===== src/rtl/arb_somador_ncl_pkg.sv =====
// -----------------------------------------------------------------------------
// arb_somador_ncl_pkg
// Shared definitions for the two-requester arbiter in front of an NCL
// (dual-rail, 4-phase) 4-bit adder stage.
//   - state_t           : controller FSM states
//   - NCL_NULL          : all-rails-low spacer word
//   - DR_ZERO / DR_ONE  : legal dual-rail pair codes ({true,false} rails)
//   - dr_encode_bit/4   : binary -> dual-rail
//   - dr_decode4        : dual-rail -> binary plus validity flag
// Rail mapping: bit i uses rails [2i+1] (true) and [2i] (false).
// -----------------------------------------------------------------------------
package arb_somador_ncl_pkg;

  typedef enum logic [2:0] {
    ST_IDLE,
    ST_DATA,
    ST_NULL_WAIT,
    ST_RECOVER,
    ST_RESP
  } state_t;

  localparam logic [7:0] NCL_NULL = 8'h00;
  localparam logic [1:0] DR_ZERO  = 2'b01;
  localparam logic [1:0] DR_ONE   = 2'b10;

  // Cycles the stage reset is held low during recovery.
  localparam int RECOVER_CYC = 2;

  typedef struct packed {
    logic       valid;
    logic [3:0] value;
  } dr_word_t;

  function automatic logic [1:0] dr_encode_bit(input logic b);
    return b ? DR_ONE : DR_ZERO;
  endfunction

  function automatic logic [7:0] dr_encode4(input logic [3:0] v);
    logic [7:0] rails;
    rails = NCL_NULL;
    for (int i = 0; i < 4; i++) begin
      rails[2*i +: 2] = dr_encode_bit(v[i]);
    end
    return rails;
  endfunction

  // A word with any NULL (00) or illegal (11) pair is invalid and decodes to 0.
  function automatic dr_word_t dr_decode4(input logic [7:0] rails);
    dr_word_t w;
    w.valid = 1'b1;
    w.value = 4'h0;
    for (int i = 0; i < 4; i++) begin
      case (rails[2*i +: 2])
        DR_ZERO: w.value[i] = 1'b0;
        DR_ONE:  w.value[i] = 1'b1;
        default: w.valid    = 1'b0;
      endcase
    end
    if (!w.valid) begin
      w.value = 4'h0;
    end
    return w;
  endfunction

endpackage


===== src/rtl/arb_somador_ncl_if.sv =====
// -----------------------------------------------------------------------------
// arb_somador_ncl_if
// Bundles every non-clock signal of arb_somador_ncl.
//   requester side : req[1:0], a0/b0/a1/b1[3:0], cin[1:0] -> done[1:0], res, err
//   stage side     : ncl_a/ncl_b[7:0], ncl_cin[1:0] -> ncl_soma[7:0]
//   stage handshake: stage_ack -> ack_next, stage_rst_n
// modport slave  : the arbiter's view
// modport master : the environment's view (requesters + NCL stage)
// -----------------------------------------------------------------------------
interface arb_somador_ncl_if;
  logic [1:0] req;
  logic [3:0] a0;
  logic [3:0] b0;
  logic [3:0] a1;
  logic [3:0] b1;
  logic [1:0] cin;
  logic [1:0] done;
  logic [3:0] res;
  logic       err;
  logic [7:0] ncl_a;
  logic [7:0] ncl_b;
  logic [1:0] ncl_cin;
  logic [7:0] ncl_soma;
  logic       stage_ack;
  logic       ack_next;
  logic       stage_rst_n;

  modport slave (
    input  req, a0, b0, a1, b1, cin, ncl_soma, stage_ack,
    output done, res, err, ncl_a, ncl_b, ncl_cin, ack_next, stage_rst_n
  );

  modport master (
    output req, a0, b0, a1, b1, cin, ncl_soma, stage_ack,
    input  done, res, err, ncl_a, ncl_b, ncl_cin, ack_next, stage_rst_n
  );
endinterface


===== src/rtl/arb_somador_ncl_sync.sv =====
// -----------------------------------------------------------------------------
// sincronizador_2ff
// Flop-chain synchronizer for a single asynchronous level.
//   clk  : destination clock
//   rst  : asynchronous active-high reset, clears every stage
//   d_i  : asynchronous input
//   q_o  : synchronized output, DEPTH cycles of latency
// -----------------------------------------------------------------------------
module sincronizador_2ff #(
  parameter int DEPTH = 2
) (
  input  logic clk,
  input  logic rst,
  input  logic d_i,
  output logic q_o
);

  logic [DEPTH-1:0] sync_q;

  // NOTE: sequential state uses non-blocking assignments so every flop samples
  // its pre-edge neighbour; the async reset sits in the sensitivity list.
  always_ff @(posedge clk or posedge rst) begin
    if (rst) begin
      sync_q <= '0;
    end else begin
      sync_q[0] <= d_i;
      for (int i = 1; i < DEPTH; i++) begin
        sync_q[i] <= sync_q[i-1];
      end
    end
  end

  assign q_o = sync_q[DEPTH-1];

endmodule


===== src/rtl/arb_somador_ncl.sv =====
// -----------------------------------------------------------------------------
// arb_somador_ncl
// Round-robin arbiter for two requesters sharing one NCL 4-bit adder stage.
// The grantee's operands are dual-rail encoded and driven to the stage; the
// registered dual-rail sum is captured once the (synchronized) stage ack is
// high, then the stage is returned to NULL and the result handed back.
// A per-phase timeout drops into RECOVER, which pulses the stage reset.
//   clk, rst          : clock, async active-high reset
//   bus.req/a*/b*/cin : requester inputs
//   bus.done/res/err  : per-requester completion, sum, error flag
//   bus.ncl_*         : dual-rail stage operands / registered sum
//   bus.stage_ack     : async stage acknowledge (synchronized internally)
//   bus.ack_next      : consumer acknowledge back to the stage
//   bus.stage_rst_n   : active-low stage reset
// -----------------------------------------------------------------------------
module arb_somador_ncl
  import arb_somador_ncl_pkg::*;
#(
  parameter int TIMEOUT_CYC = 64,
  parameter int SYNC_STAGES = 2
) (
  input logic              clk,
  input logic              rst,
  arb_somador_ncl_if.slave bus
);

  localparam int CNT_W = (TIMEOUT_CYC > 2) ? $clog2(TIMEOUT_CYC) : 1;

  state_t           state_q, state_d;
  logic             gnt_q, gnt_d;     // requester currently being served
  logic             prio_q, prio_d;   // requester that wins a tie
  logic [7:0]       ncl_a_q, ncl_a_d;
  logic [7:0]       ncl_b_q, ncl_b_d;
  logic [1:0]       ncl_cin_q, ncl_cin_d;
  logic             ack_next_q, ack_next_d;
  logic             stage_rst_n_q, stage_rst_n_d;
  logic [1:0]       done_q, done_d;
  logic [3:0]       res_q, res_d;
  logic             err_q, err_d;
  logic [3:0]       sum_q, sum_d;     // sum captured from the stage
  logic             sum_err_q, sum_err_d;
  logic [CNT_W-1:0] cnt_q, cnt_d;     // phase timeout / recovery counter

  logic     ack_s;
  logic     grant_valid;
  logic     grant_idx;
  logic     phase_expired;
  logic     recover_last;
  dr_word_t soma_dec;

  sincronizador_2ff #(
    .DEPTH (SYNC_STAGES)
  ) u_sync_ack (
    .clk (clk),
    .rst (rst),
    .d_i (bus.stage_ack),
    .q_o (ack_s)
  );

  // Priority requester wins if it asks; otherwise whichever one is asking.
  assign grant_valid   = |bus.req;
  assign grant_idx     = bus.req[prio_q] ? prio_q : ~prio_q;
  assign phase_expired = (cnt_q == CNT_W'(TIMEOUT_CYC - 1));
  assign recover_last  = (cnt_q == CNT_W'(RECOVER_CYC - 1));
  assign soma_dec      = dr_decode4(bus.ncl_soma);

  // ---------------------------------------------------------------------------
  // State / datapath registers
  // ---------------------------------------------------------------------------
  always_ff @(posedge clk or posedge rst) begin
    if (rst) begin
      state_q       <= ST_IDLE;
      gnt_q         <= 1'b0;
      prio_q        <= 1'b0;
      ncl_a_q       <= NCL_NULL;
      ncl_b_q       <= NCL_NULL;
      ncl_cin_q     <= 2'b00;
      ack_next_q    <= 1'b0;
      stage_rst_n_q <= 1'b0;
      done_q        <= 2'b00;
      res_q         <= 4'h0;
      err_q         <= 1'b0;
      sum_q         <= 4'h0;
      sum_err_q     <= 1'b0;
      cnt_q         <= '0;
    end else begin
      state_q       <= state_d;
      gnt_q         <= gnt_d;
      prio_q        <= prio_d;
      ncl_a_q       <= ncl_a_d;
      ncl_b_q       <= ncl_b_d;
      ncl_cin_q     <= ncl_cin_d;
      ack_next_q    <= ack_next_d;
      stage_rst_n_q <= stage_rst_n_d;
      done_q        <= done_d;
      res_q         <= res_d;
      err_q         <= err_d;
      sum_q         <= sum_d;
      sum_err_q     <= sum_err_d;
      cnt_q         <= cnt_d;
    end
  end

  // ---------------------------------------------------------------------------
  // Next-state logic
  // ---------------------------------------------------------------------------
  always_comb begin
    // NOTE: assigning a default before the case keeps this combinational;
    // a path that leaves state_d unassigned would infer a latch.
    state_d = state_q;
    case (state_q)
      ST_IDLE: begin
        if (grant_valid) state_d = ST_DATA;
      end
      ST_DATA: begin
        if (ack_s)              state_d = ST_NULL_WAIT;
        else if (phase_expired) state_d = ST_RECOVER;
      end
      ST_NULL_WAIT: begin
        if (!ack_s)             state_d = ST_RESP;
        else if (phase_expired) state_d = ST_RECOVER;
      end
      ST_RECOVER: begin
        if (recover_last) state_d = ST_RESP;
      end
      ST_RESP: begin
        if (!bus.req[gnt_q]) state_d = ST_IDLE;
      end
      default: state_d = ST_IDLE;
    endcase
  end

  // ---------------------------------------------------------------------------
  // Registered-output / datapath next values
  // ---------------------------------------------------------------------------
  always_comb begin
    gnt_d         = gnt_q;
    prio_d        = prio_q;
    ncl_a_d       = ncl_a_q;
    ncl_b_d       = ncl_b_q;
    ncl_cin_d     = ncl_cin_q;
    ack_next_d    = ack_next_q;
    stage_rst_n_d = stage_rst_n_q;
    done_d        = done_q;
    res_d         = res_q;
    err_d         = err_q;
    sum_d         = sum_q;
    sum_err_d     = sum_err_q;
    cnt_d         = cnt_q;

    case (state_q)
      ST_IDLE: begin
        // Leaving reset or recovery: release the stage.
        stage_rst_n_d = 1'b1;
        if (grant_valid) begin
          // Operands are frozen here; later requester changes are ignored.
          gnt_d     = grant_idx;
          ncl_a_d   = dr_encode4(grant_idx ? bus.a1 : bus.a0);
          ncl_b_d   = dr_encode4(grant_idx ? bus.b1 : bus.b0);
          ncl_cin_d = dr_encode_bit(bus.cin[grant_idx]);
          cnt_d     = '0;
        end
      end

      ST_DATA: begin
        if (ack_s) begin
          // Stage register is stable once the synchronized ack is high.
          sum_d      = soma_dec.value;
          sum_err_d  = ~soma_dec.valid;
          ncl_a_d    = NCL_NULL;
          ncl_b_d    = NCL_NULL;
          ncl_cin_d  = 2'b00;
          ack_next_d = 1'b1;
          cnt_d      = '0;
        end else if (phase_expired) begin
          ncl_a_d       = NCL_NULL;
          ncl_b_d       = NCL_NULL;
          ncl_cin_d     = 2'b00;
          ack_next_d    = 1'b0;
          stage_rst_n_d = 1'b0;
          cnt_d         = '0;
        end else begin
          cnt_d = cnt_q + CNT_W'(1);
        end
      end

      ST_NULL_WAIT: begin
        if (!ack_s) begin
          ack_next_d = 1'b0;
          done_d     = gnt_q ? 2'b10 : 2'b01;
          res_d      = sum_q;
          err_d      = sum_err_q;
        end else if (phase_expired) begin
          ncl_a_d       = NCL_NULL;
          ncl_b_d       = NCL_NULL;
          ncl_cin_d     = 2'b00;
          ack_next_d    = 1'b0;
          stage_rst_n_d = 1'b0;
          cnt_d         = '0;
        end else begin
          cnt_d = cnt_q + CNT_W'(1);
        end
      end

      ST_RECOVER: begin
        if (recover_last) begin
          stage_rst_n_d = 1'b1;
          done_d        = gnt_q ? 2'b10 : 2'b01;
          res_d         = 4'h0;
          err_d         = 1'b1;
        end else begin
          cnt_d = cnt_q + CNT_W'(1);
        end
      end

      ST_RESP: begin
        if (!bus.req[gnt_q]) begin
          done_d = 2'b00;
          prio_d = ~gnt_q;
        end
      end

      default: ;
    endcase
  end

  assign bus.ncl_a       = ncl_a_q;
  assign bus.ncl_b       = ncl_b_q;
  assign bus.ncl_cin     = ncl_cin_q;
  assign bus.ack_next    = ack_next_q;
  assign bus.stage_rst_n = stage_rst_n_q;
  assign bus.done        = done_q;
  assign bus.res         = res_q;
  assign bus.err         = err_q;

endmodule


===== src/flat_wrapper.sv =====
// flat-port wrapper written by rule: the top's interface ports become plain ports
module arb_somador_ncl_flat import arb_somador_ncl_pkg::*;
#(
  parameter int TIMEOUT_CYC = 64,
  parameter int SYNC_STAGES = 2
)
  (clk, rst, bus_req, bus_a0, bus_b0, bus_a1, bus_b1, bus_cin, bus_ncl_soma, bus_stage_ack, bus_done, bus_res, bus_err, bus_ncl_a, bus_ncl_b, bus_ncl_cin, bus_ack_next, bus_stage_rst_n);
  arb_somador_ncl_if bus_i ();
  input logic clk;
  input logic rst;
  input wire logic [$bits(bus_i.req)-1:0] bus_req;
  input wire logic [$bits(bus_i.a0)-1:0] bus_a0;
  input wire logic [$bits(bus_i.b0)-1:0] bus_b0;
  input wire logic [$bits(bus_i.a1)-1:0] bus_a1;
  input wire logic [$bits(bus_i.b1)-1:0] bus_b1;
  input wire logic [$bits(bus_i.cin)-1:0] bus_cin;
  input wire logic [$bits(bus_i.ncl_soma)-1:0] bus_ncl_soma;
  input wire logic [$bits(bus_i.stage_ack)-1:0] bus_stage_ack;
  output wire logic [$bits(bus_i.done)-1:0] bus_done;
  output wire logic [$bits(bus_i.res)-1:0] bus_res;
  output wire logic [$bits(bus_i.err)-1:0] bus_err;
  output wire logic [$bits(bus_i.ncl_a)-1:0] bus_ncl_a;
  output wire logic [$bits(bus_i.ncl_b)-1:0] bus_ncl_b;
  output wire logic [$bits(bus_i.ncl_cin)-1:0] bus_ncl_cin;
  output wire logic [$bits(bus_i.ack_next)-1:0] bus_ack_next;
  output wire logic [$bits(bus_i.stage_rst_n)-1:0] bus_stage_rst_n;
  assign bus_i.req = bus_req;
  assign bus_i.a0 = bus_a0;
  assign bus_i.b0 = bus_b0;
  assign bus_i.a1 = bus_a1;
  assign bus_i.b1 = bus_b1;
  assign bus_i.cin = bus_cin;
  assign bus_i.ncl_soma = bus_ncl_soma;
  assign bus_i.stage_ack = bus_stage_ack;
  assign bus_done = bus_i.done;
  assign bus_res = bus_i.res;
  assign bus_err = bus_i.err;
  assign bus_ncl_a = bus_i.ncl_a;
  assign bus_ncl_b = bus_i.ncl_b;
  assign bus_ncl_cin = bus_i.ncl_cin;
  assign bus_ack_next = bus_i.ack_next;
  assign bus_stage_rst_n = bus_i.stage_rst_n;
  arb_somador_ncl #(.TIMEOUT_CYC(TIMEOUT_CYC), .SYNC_STAGES(SYNC_STAGES)) u_core (.clk(clk), .rst(rst), .bus(bus_i));
endmodule

===== config.mk =====
export PLATFORM = sky130hd
export DESIGN_NAME = arb_somador_ncl_flat
export DESIGN_NICKNAME = d
export VERILOG_FILES = /design/src/rtl/arb_somador_ncl_pkg.sv /design/src/rtl/arb_somador_ncl_if.sv /design/src/rtl/arb_somador_ncl_sync.sv /design/src/rtl/arb_somador_ncl.sv /design/src/flat_wrapper.sv
export SDC_FILE = /design/constraint.sdc
export NUM_CORES = 1
export LEC_CHECK = 0
export CORE_ASPECT_RATIO = 1.75
export CORE_MARGIN = 4
export CORE_UTILIZATION = 48
export CTS_CLUSTER_SIZE = 40
export DETAILED_ROUTE_END_ITERATION = 8
export HOLD_SLACK_MARGIN = 0.06
export PLACE_DENSITY = 0.89
export RECOVER_POWER = 100
export SLEW_MARGIN = 20
export SYNTH_ARGS = -nofsm -noshare
export SYNTH_HDL_FRONTEND = slang
export SYNTH_HIERARCHICAL = 1
export SYNTH_SLANG_ARGS = --single-unit

===== constraint.sdc =====
create_clock -name clk -period 2.2 [get_ports clk]
set_clock_uncertainty 0.05 [all_clocks]
set_input_delay 0.22 -clock clk [delete_from_list [all_inputs] [get_ports clk]]
set_output_delay 0.22 -clock clk [all_outputs]
set_load 0.01 [all_outputs]

=== After elaboration in Yosys (flattened, before gate mapping) ===
Cells that the tools add are included.

* Register bits after elaboration: 45
* Output and inout port bits: 27
* Word-level logic and storage cells: 138

* Add/subtract/negate cells: 1
* $lt $le $gt $ge: 3
* Eq/ne operators: 21
* Muxes and demuxes: 74
* Bitwise logic cells: 4
* Reduce and logical (&&, ||, !) cells: 20

{| class="wikitable"
|+ Operator list
! operator !! number
|-
| 8-bit 2-to-1 mux || 8
|-
| 8-bit one-hot mux with 3 select lines || 2
|-
| 2-bit 2-to-1 mux || 17
|-
| 6-bit 2-to-1 mux || 5
|-
| 6-bit one-hot mux with 4 select lines || 1
|-
| 1-bit 2-to-1 mux || 23
|-
| 4-bit 2-to-1 mux || 5
|-
| 3-bit 2-to-1 mux || 6
|-
| 3-bit one-hot mux with 5 select lines || 1
|-
| 2-bit one-hot mux with 3 select lines || 2
|-
| 4-bit AND reduction || 3
|-
| 2-bit != test, second input constant || 5
|-
| 2-bit OR reduction || 5
|-
| 3-bit AND reduction || 3
|-
| 2-bit by 1-bit equality test with 1-bit output, second input constant || 4
|-
| 2-bit equality test, second input constant || 4
|-
| 4-bit one-hot mux with 2 select lines || 1
|-
| 6-bit by 1-bit adder with 6-bit output, second input constant || 1
|-
| 3-bit by 2-bit equality test with 1-bit output, second input constant || 2
|-
| 6-bit by 1-bit equality test with 1-bit output, second input constant || 1
|-
| 6-bit equality test, second input constant || 1
|-
| 1-bit by 2-bit < comparator with 1-bit output, second input constant || 3
|-
| 2-bit AND reduction || 3
|-
| 3-bit nonzero test || 2
|-
| other kinds (9) || 15
|}

=== Depth between registers and ports, before layout ===
Gate-level depths: netlist (run 1).

* Depth in word-level cells: 8
* Mapped depth: 7

=== Modules after synthesis ===
The synthesis (run 1) kept the hierarchy.

{| class="wikitable"
|+ Modules (own cells, without submodules)
! module !! times used !! cells each !! area an instance (µm²) !! seq. area each (µm²)
|-
| arb_somador_ncl || 1 || 195 || 2145.8 || 1076.0
|-
| sincronizador_2ff || 1 || 3 || 53.8 || 50.0
|}

=== Least setup slack after synthesis (run 1) ===
No wires, ideal clock.

* Kind: reg2reg
* Start point: reg u_core.cnt_q[0]
* End point: reg u_core.cnt_q[4]
* Setup time: 0.077 ns
* Data arrival time: 1.509 ns
* Data required time: 2.073 ns
* Slack: 0.564 ns
* Stages on the path, launching flop included: 7
* Cell sequence: dfrtp_1 ha_1 and2b_4 nand4_2 nand3b_2 or3_1 a21oi_1

* Longest elaborated chain between the ends: 4
* Elaborated cells between the ends (all ways): 10
* Classes of those cells: add/sub (1); eq/ne (3); mux (5); reduce/logical (1)

{| class="wikitable"
|+ Ends and longest elaborated chain
! what !! line !! text
|-
| start: declaration || arb_somador_ncl.sv:42 || <nowiki>logic [CNT_W-1:0] cnt_q, cnt_d;</nowiki>
|-
| start signal: assignment || arb_somador_ncl.sv:100 || <nowiki>cnt_q <= cnt_d;</nowiki>
|-
| 6-bit by 1-bit adder with 6-bit output or 6-bit equality test (tied branches) || n/a ||
|-
| 6-bit 2-to-1 mux || arb_somador_ncl.sv:175, arb_somador_ncl.sv:193 ||
|-
| 6-bit 2-to-1 mux, on equally long branches || arb_somador_ncl.sv:188, arb_somador_ncl.sv:166 ||
|-
| 6-bit one-hot mux with 4 select lines || arb_somador_ncl.sv:151 || <nowiki>case (state_q)</nowiki>
|}

Parallel ways exist; a longest one is shown, timed or not. The select of a mux whose other input is x is not followed.
A chain may end at the register's enable or synchronous reset.

=== Worst setup path in the final report (run 1) ===
* Start point: reg u_core.cnt_q[1]
* End point: reg u_core.cnt_q[4]

Same word-level chain as after synthesis.

==> results.ini, run 1 <==
[cts]
cts_inserted_buffers = 5
max-clock-path-buffers = 2
cts.hold.buffers_added = 1
h-tree-depth = 2
cts_setup_buffers = 0
tritoncts_num_sinks = 45
clk_latency_ns = 0.30
cts.reportedPaths.clkPinSlew_ns = 0.08
cts_resized = 0
cts_tree = built
cts_root_buf = sky130_fd_sc_hd__clkbuf_8

[global_route]
wire_length_of_the_first_global_routing_pass_um = 9273
first_global_vias = 1938
largest_net_degree_at_the_start_of_global_routing = 26
global_route_usage_over_all_layers = 0.2106
grt_overflow_total = 0
antenna_found_initial = 0

[power_and_ir_drop]
power.leakage_nw = 1.350
p_seq_frac = 0.374
ir_worst_vdd_uv = 869.2
power.share.combinational = 0.439
total_switching_power_mw = 1.302
power.clock.fraction = 0.187
power_switching_share = 0.3698
power_density_mw_per_mm2 = 1195
cell_internal_power_mw = 2.218

[worst_setup_path]
crit_fanout = 6
r2r_setup_slack_ns = 0.25
timing.rr.start = u_core/cnt_q[1]$_DFFE_PP0P_
timing.reg2reg.worst_path_depth = 7
worst-endpoint-required_ns = 2.37
regToRegEndpoint = u_core/cnt_q[4]$_DFFE_PP0P_
startpoint_type = register
timing.setup.critical_path_class = register to register
worst_setup_ep_type = register
worst-endpoint-arrival_ns = 2.12

[floorplan]
fp.dieH_um = 97.55
fp.dieArea_mm2 = 0.005772
dieWidth_um = 59.17
floorplan.initialDensity = 0.4994
placementRows = 32
number_of_top_level_pins = 58
core_mm2 = 0.004404

[finish]
area_delta_synth_final_pct = 33.90
layout-drive-gt1-share = 0.08779
most-common-layout-cells = sky130_fd_sc_hd__dfrtp_1, sky130_fd_sc_hd__dlygate4sd3_1, sky130_fd_sc_hd__clkdlybuf4s50_1
fill_count = 343
nNetsFinal = 298
n_antenna_cell = 0
layout_commonest_cell = sky130_fd_sc_hd__dfrtp_1
layout.cells.non_filler = 313

[timing]
timing_worst_slew_pin_value_ns = 0.6462
achievable-frequency_ghz = 0.5128
hold_viol_final = 0
setup_total_neg_slack_ns = 0
period_share = 0.8863
relSlewSlack = 0.5668
grt_setup_unrepaired = false
report.final.slew_viol_count = 0
final.min_clock_period_ns = 1.950
setup_viol = 0

[min_path]
hp-class = register to register
whs_path_depth = 0
whs_endpoint = u_core/u_sync_ack/sync_q[1]$_DFF_PP0_
holdCritStartpoint = u_core/u_sync_ack/sync_q[0]$_DFF_PP0_

[placement]
hpwlAfterDp_um = 4009
gp_congestion = 0.8459
place_inst = 304
port_buffers = 57

[detailed_routing]
drc = 0
route.final.wire_length_um = 5395
antenna_violating_nets_post_route = 0
drt-wirelength-per-cell_um = 17.24
first_iter_violations = 38
viasPerCell = 5.786
detailroute.via_count = 1811
drt-pass1-iter-count = 4

[yosys]
synth_simple_gate_area_share = 0.1280
syn-instance-count = 198
yosysWarningCount = 6
synth_seq_area_share = 0.5119
synthFlopType = sky130_fd_sc_hd__dfrtp_1
synth.distinct_cells = 45
yosys.area_share.adder = 0.03413
post_synth_mux_area_share = 0.05461
synth_compound_gate_area_share = 0.2144
post_synth_xor_area_fraction = 0.01195
largest_family_of_logic_cells_by_synthesized_area = compound AO/OA/AOI/OAI gates
synth-edff-count = 0
syn_area_per_cell_um2 = 11.11
async_flop_share = 1.000
netlist_area_mm2 = 0.002200
syn-num-nets = 235
ys_seq_elements = 45

[flow_run]
max_cap_violations = 0

[status]
run_status = finished, final reports clean

[area by class of cell]
class / count / area, um^2 / area share
tap: 51 / 63.81 / 0.02167
multi-input combinational: 131 / 954.7 / 0.3241
clock buffer: 6 / 82.58 / 0.02804
timing repair buffer: 66 / 635.6 / 0.2158
sequential: 45 / 1126 / 0.3823
clock inverter: 2 / 37.54 / 0.01274
inverter: 12 / 45.04 / 0.01529
[stage by stage]
step,utilization,worst slack (ns),area (um^2),hold WS (ns),total power [mW]
floorplan,-,0.5639,2200,-0.08882,2.283
finish,0.6688,0.2501,2945,0.3037,3.520
global placement,0.6449,0.1954,2840,0.2857,2.928
global route,0.6688,0.1354,2945,0.3191,3.758
detailed placement,0.6449,0.1357,2840,0.2862,2.984
CTS,0.6744,0.3414,2970,0.3040,3.653
[how the worst max path moves through the flow]
stage                           startpoint                          end  slack (ns)  depth (start not counted)
6_report       u_core/cnt_q[1]$_DFFE_PP0P_  u_core/cnt_q[4]$_DFFE_PP0P_        0.25                          7
5_1_grt        u_core/cnt_q[1]$_DFFE_PP0P_  u_core/cnt_q[4]$_DFFE_PP0P_        0.14                          7
4_1_cts        u_core/cnt_q[1]$_DFFE_PP0P_  u_core/cnt_q[4]$_DFFE_PP0P_        0.34                          7
3_5_place_dp               bus_ncl_soma[0]  u_core/sum_q[1]$_DFFE_PP0P_        0.14                          6
3_3_place_gp               bus_ncl_soma[0]  u_core/sum_q[1]$_DFFE_PP0P_        0.20                          6
2_1_floorplan  u_core/cnt_q[0]$_DFFE_PP0P_  u_core/cnt_q[4]$_DFFE_PP0P_        0.56                          6
[synth_stat cells (2+ instances only)]
| library cell | instances | area share |
|---|---|---|
| sky130_fd_sc_hd__or3_1 | 2 | 0.0057 |
| sky130_fd_sc_hd__a22o_1 | 19 | 0.076 |
| sky130_fd_sc_hd__o2bb2ai_1 | 9 | 0.036 |
| sky130_fd_sc_hd__ha_1 | 6 | 0.034 |
| sky130_fd_sc_hd__a21oi_1 | 9 | 0.020 |
| sky130_fd_sc_hd__buf_2 | 7 | 0.016 |
| sky130_fd_sc_hd__inv_1 | 12 | 0.020 |
| sky130_fd_sc_hd__o21bai_1 | 2 | 0.0068 |
| sky130_fd_sc_hd__a22oi_1 | 2 | 0.0068 |
| sky130_fd_sc_hd__xnor2_1 | 2 | 0.0080 |
| sky130_fd_sc_hd__nor2b_1 | 3 | 0.0085 |
| sky130_fd_sc_hd__nand2_1 | 11 | 0.019 |
| sky130_fd_sc_hd__dfrtp_1 | 45 | 0.51 |
| sky130_fd_sc_hd__nor2_1 | 8 | 0.014 |
| sky130_fd_sc_hd__o21ai_0 | 6 | 0.014 |
| sky130_fd_sc_hd__nand2b_1 | 2 | 0.0057 |
| sky130_fd_sc_hd__nor3_2 | 2 | 0.0091 |
| sky130_fd_sc_hd__nor3_1 | 2 | 0.0046 |
| sky130_fd_sc_hd__nand3_1 | 5 | 0.011 |
| sky130_fd_sc_hd__o31ai_1 | 3 | 0.010 |
| sky130_fd_sc_hd__and2_1 | 3 | 0.0085 |
| sky130_fd_sc_hd__o21ai_1 | 3 | 0.0068 |
| sky130_fd_sc_hd__clkbuf_1 | 2 | 0.0034 |
| sky130_fd_sc_hd__mux2i_1 | 12 | 0.055 |
[power by group through the flow]
stage	Combinational [mW]	Clock, mW	Sequential (mW)
after floorplan	0.918	0	1.37
after global placement	1.60	0	1.32
after detailed placement	1.65	0	1.34
after CTS	1.66	0.670	1.33
after global routing	1.69	0.707	1.36
final	1.55	0.657	1.32
[critical path: stages (launching register included)]
cell	delay, ns
sky130_fd_sc_hd__dfrtp_1	0.42
sky130_fd_sc_hd__inv_1	0.06
sky130_fd_sc_hd__ha_1	0.18
sky130_fd_sc_hd__and2b_4	0.18
sky130_fd_sc_hd__nand4_1	0.25
sky130_fd_sc_hd__nand3b_2	0.18
sky130_fd_sc_hd__or3_1	0.37
sky130_fd_sc_hd__a21oi_1	0.17
[metal layers]
layer | global-route usage | up-vias | wire (um)
met1 | 0.2312 | 889 | 1860
li1 | - | 846 | -
met4 | 0.1204 | 0 | 231
met3 | 0.02926 | 19 | 177
met2 | 0.3680 | 57 | 3125
met5 | 0 | - | 0
[sequential cells by signal (all words and copies together) (netlist names)]
signal                    count
u_core/u_sync_ack/sync_q      2
u_core/bus.ack_next           1
u_core/state_q                3
u_core/prio_q                 1
u_core/gnt_q                  1
u_core/sum_q                  4
u_core/bus.ncl_b              8
u_core/bus.stage_rst_n        1
u_core/bus.ncl_a              8
u_core/bus.err                1
u_core/sum_err_q              1
u_core/bus.res                4
u_core/cnt_q                  6
u_core/bus.ncl_cin            2
u_core/bus.done               2
[logic make-up (layout without fill, tap and decap cells)]
| kind of cell | count (synthesis) | count (layout) |
|---|---|---|
| AO/OA/AOI/OAI | 61 | 61 |
| AND/OR/NAND/NOR | 49 | 49 |
| flip-flops | 45 | 45 |
| buffers and inverters | 22 | 86 |
| multiplexers | 12 | 12 |
| adder cells (fa/ha/maj) | 6 | 6 |
| XOR/XNOR | 3 | 3 |
(Power assumes the default switching activity.)
==> run 2: changes to the inputs <==
--- a/config.mk
+++ b/config.mk
@@ -11,7 +11,7 @@
 export CTS_CLUSTER_SIZE = 40
 export DETAILED_ROUTE_END_ITERATION = 8
 export HOLD_SLACK_MARGIN = 0.06
-export PLACE_DENSITY = 0.89
+export PLACE_DENSITY = 0.88
 export RECOVER_POWER = 100
 export SLEW_MARGIN = 20
 export SYNTH_ARGS = -nofsm -noshare
==> run 2 against run 1 <==
- non-clock buffer count unchanged
- critical path depth down 2
- worst hold slack about the same
- final area up 0.21%
- routed wire length down 5.2%
- register-to-register slack better by 0.05 ns
==> results.ini, run 2 (same netlist as run 1, synthesis figures left out) <==
[global_route]
wire_length_of_the_first_global_routing_pass_um = 8638  ; -6.8%
first_global_vias = 1877  ; -3.1%
largest_net_degree_at_the_start_of_global_routing = 24  ; -7.7%
global_route_usage_over_all_layers = 0.1908  ; -0.01976
grt_overflow_total = 0  ; unchanged
antenna_found_initial = 0  ; unchanged

[timing]
setup_viol = 0  ; unchanged
hold_viol_final = 0  ; unchanged
period_share = 0.8644  ; -0.02193
timing_worst_slew_pin_value_ns = 0.6455  ; -0.0007377 ns
report.final.slew_viol_count = 0  ; unchanged
achievable-frequency_ghz = 0.5259  ; +2.5%
setup_total_neg_slack_ns = 0  ; unchanged
relSlewSlack = 0.5673  ; about the same
final.min_clock_period_ns = 1.902  ; -0.04825 ns
grt_setup_unrepaired = false

[flow_run]
max_cap_violations = 0  ; unchanged

[power_and_ir_drop]
p_seq_frac = 0.373  ; about the same
total_switching_power_mw = 1.271  ; -2.3%
power_switching_share = 0.3640  ; -0.005779
power.share.combinational = 0.445  ; +0.006
cell_internal_power_mw = 2.221  ; +0.11%
power_density_mw_per_mm2 = 1183  ; -1.0%
totalPowerFinal_mw = 3.492  ; -0.80%
power.leakage_nw = 1.349  ; about the same
ir_worst_vdd_uv = 834.6  ; -4.0%
power.clock.fraction = 0.182  ; -0.005

[detailed_routing]
drt-wirelength-per-cell_um = 16.34  ; -5.2%
routed-wl-met2_um = 2920  ; -6.6%
route.met3.wl_um = 226  ; +28%
drt-pass1-iter-count = 4  ; unchanged
drc = 0  ; unchanged
routed.top_layer = met4
antenna_violating_nets_post_route = 0  ; unchanged
viasPerCell = 5.789  ; about the same
route.final.wire_length_um = 5115  ; -5.2%
detailroute.via_count = 1812  ; +0.055%
met1_length_um = 1877  ; +0.91%
first_iter_violations = 45  ; +18%

[placement]
port_buffers = 57  ; unchanged
hpwlAfterDp_um = 3897  ; -2.8%
dpl-instance-area_mm2 = 0.002840  ; unchanged
gp_congestion = 0.8094  ; -4.3%

[worst_setup_path]
path_common_cell = sky130_fd_sc_hd__nor3_1
path_buf_inv = 0  ; -1
worstPathCellList = nor3_1 -> nand4_1 -> nand3b_2 -> nor3_1 -> a21o_1
startpoint_type = register
worst-endpoint-arrival_ns = 2.03  ; -0.09 ns
crit_fanout = 6  ; unchanged
category_of_cells_accounting_for_the_largest_share_of_critical_path_delay = simple AND/OR/NAND/NOR gates
timing.setup.critical_path_class = register to register
worst_setup_ep_type = register
crit_path_top_delay_cell = sky130_fd_sc_hd__nor3_1
worst-endpoint-required_ns = 2.33  ; -0.04 ns
critical_path.max_stage_delay_ns = 0.50  ; +0.08 ns

[finish]
multi_input_comb_area_um2 = 960.9  ; +0.66%
utilization = 0.6702  ; +0.001420
area_delta_synth_final_pct = 34.19
n_antenna_cell = 0  ; unchanged
finalInstanceArea_mm2 = 0.002952  ; +0.21%
most-common-layout-cells = sky130_fd_sc_hd__dfrtp_1, sky130_fd_sc_hd__dlygate4sd3_1, sky130_fd_sc_hd__clkdlybuf4s50_1
layout.area.seq_mm2 = 0.001126  ; unchanged
fill_count = 331  ; -3.5%
nNetsFinal = 298  ; unchanged
layout_commonest_cell = sky130_fd_sc_hd__dfrtp_1
layout-drive-gt1-share = 0.08397  ; -0.003817

[floorplan]
dieWidth_um = 59.17  ; unchanged
floorplan.initialDensity = 0.4994  ; unchanged
core_mm2 = 0.004404  ; unchanged
number_of_top_level_pins = 58  ; unchanged
placementRows = 32  ; unchanged
fp.dieH_um = 97.55  ; unchanged
fp.dieArea_mm2 = 0.005772  ; unchanged

[cts]
cts_inserted_buffers = 5  ; unchanged
cts.reportedPaths.clkPinSlew_ns = 0.08  ; about the same
max-clock-path-buffers = 2  ; unchanged
clk_latency_ns = 0.29  ; about the same
cts_tree = built
h-tree-depth = 2  ; unchanged
cts_root_buf = sky130_fd_sc_hd__clkbuf_8
tritoncts_num_sinks = 45  ; unchanged

[status]
run_status = finished, final reports clean

[min_path]
hp-class = register to register

==> run 2: cell types whose count changed in the layout (fill, tap and decap cells not counted) <==
cell and delta:
sky130_fd_sc_hd__and2_0 +1, sky130_fd_sc_hd__nor3_2 -1, sky130_fd_sc_hd__and2_1 -1, sky130_fd_sc_hd__o21ai_0 +2
sky130_fd_sc_hd__a41oi_4 +1, sky130_fd_sc_hd__o21ai_1 -2, sky130_fd_sc_hd__nor3_1 +1, sky130_fd_sc_hd__a41oi_2 -1
==> run 2: layout make-up <==
| class | count | share of cell area |
|---|---|---|
| inverters | 12 | 0.01526 |
| well taps | 51 | 0.02162 |
| repair buffers | 66 | 0.2153 |
| clock buffers | 6 | 0.02798 |
| flip-flops and latches | 45 | 0.3815 |
| clock inverters | 2 | 0.01272 |
| multi-input cells | 131 | 0.3256 |
==> run 2: metrics by stage <==
stage	hold WS, ns	std cells	setup WS [ns]
floorplan	-0.08882	198	0.5639
global placement	0.2835	304	0.1902
detailed placement	0.2847	304	0.1324
CTS	0.3038	313	0.3836
global route	0.3124	313	0.1789
finish	0.3038	313	0.2984
==> run 2: per-layer routing <==
metal,track usage,vias to the layer above
li1,-,843
met1,0.2130,896
met2,0.3458,63
met3,0.03723,10
met4,0.06283,0
met5,0,-
==> run 2: worst paths after layout <==
| kind | slack [ns] | from | to | cells past startpoint |
|---|---|---|---|---|
| max | 0.30 | u_core/cnt_q[5]$_DFFE_PP0P_ | u_core/cnt_q[0]$_DFFE_PP0P_ | 5 |
| min | 0.30 | u_core/u_sync_ack/sync_q[0]$_DFF_PP0_ | u_core/u_sync_ack/sync_q[1]$_DFF_PP0_ | 0 |
| max reg2reg | 0.30 | u_core/cnt_q[5]$_DFFE_PP0P_ | u_core/cnt_q[0]$_DFFE_PP0P_ | 5 |
| min reg2reg | 0.30 | u_core/u_sync_ack/sync_q[0]$_DFF_PP0_ | u_core/u_sync_ack/sync_q[1]$_DFF_PP0_ | 0 |
| max in group asynchronous | 0.64 | rst | u_core/cnt_q[0]$_DFFE_PP0P_ | 4 |
| min in group asynchronous | 0.74 | rst | u_core/u_sync_ack/sync_q[0]$_DFF_PP0_ | 3 |
==> run 2: power by group through the flow <==
stage          clock (mW)  sequential, mW  combinational (mW)
2_1_floorplan           0            1.37               0.918
3_3_place_gp            0            1.32                1.60
3_5_place_dp            0            1.33                1.64
4_1_cts             0.650            1.31                1.64
5_1_grt             0.676            1.35                1.70
6_report            0.634            1.30                1.56
==> run 2: worst register-to-register path, delay by kind of cell (launching register included) <==
kind / cells / cell delay, ns
and+or+nand+nor: 4 / 1.19
DFF: 1 / 0.42
AOI/OAI and AO/OA: 1 / 0.15
==> run 2: timing repair <==
item / in CTS / in global routing
resized for setup: 0 / 0
hold endpoints to repair: 2 / 0
hold buffers: 1 / 0
setup buffers: 0 / 0
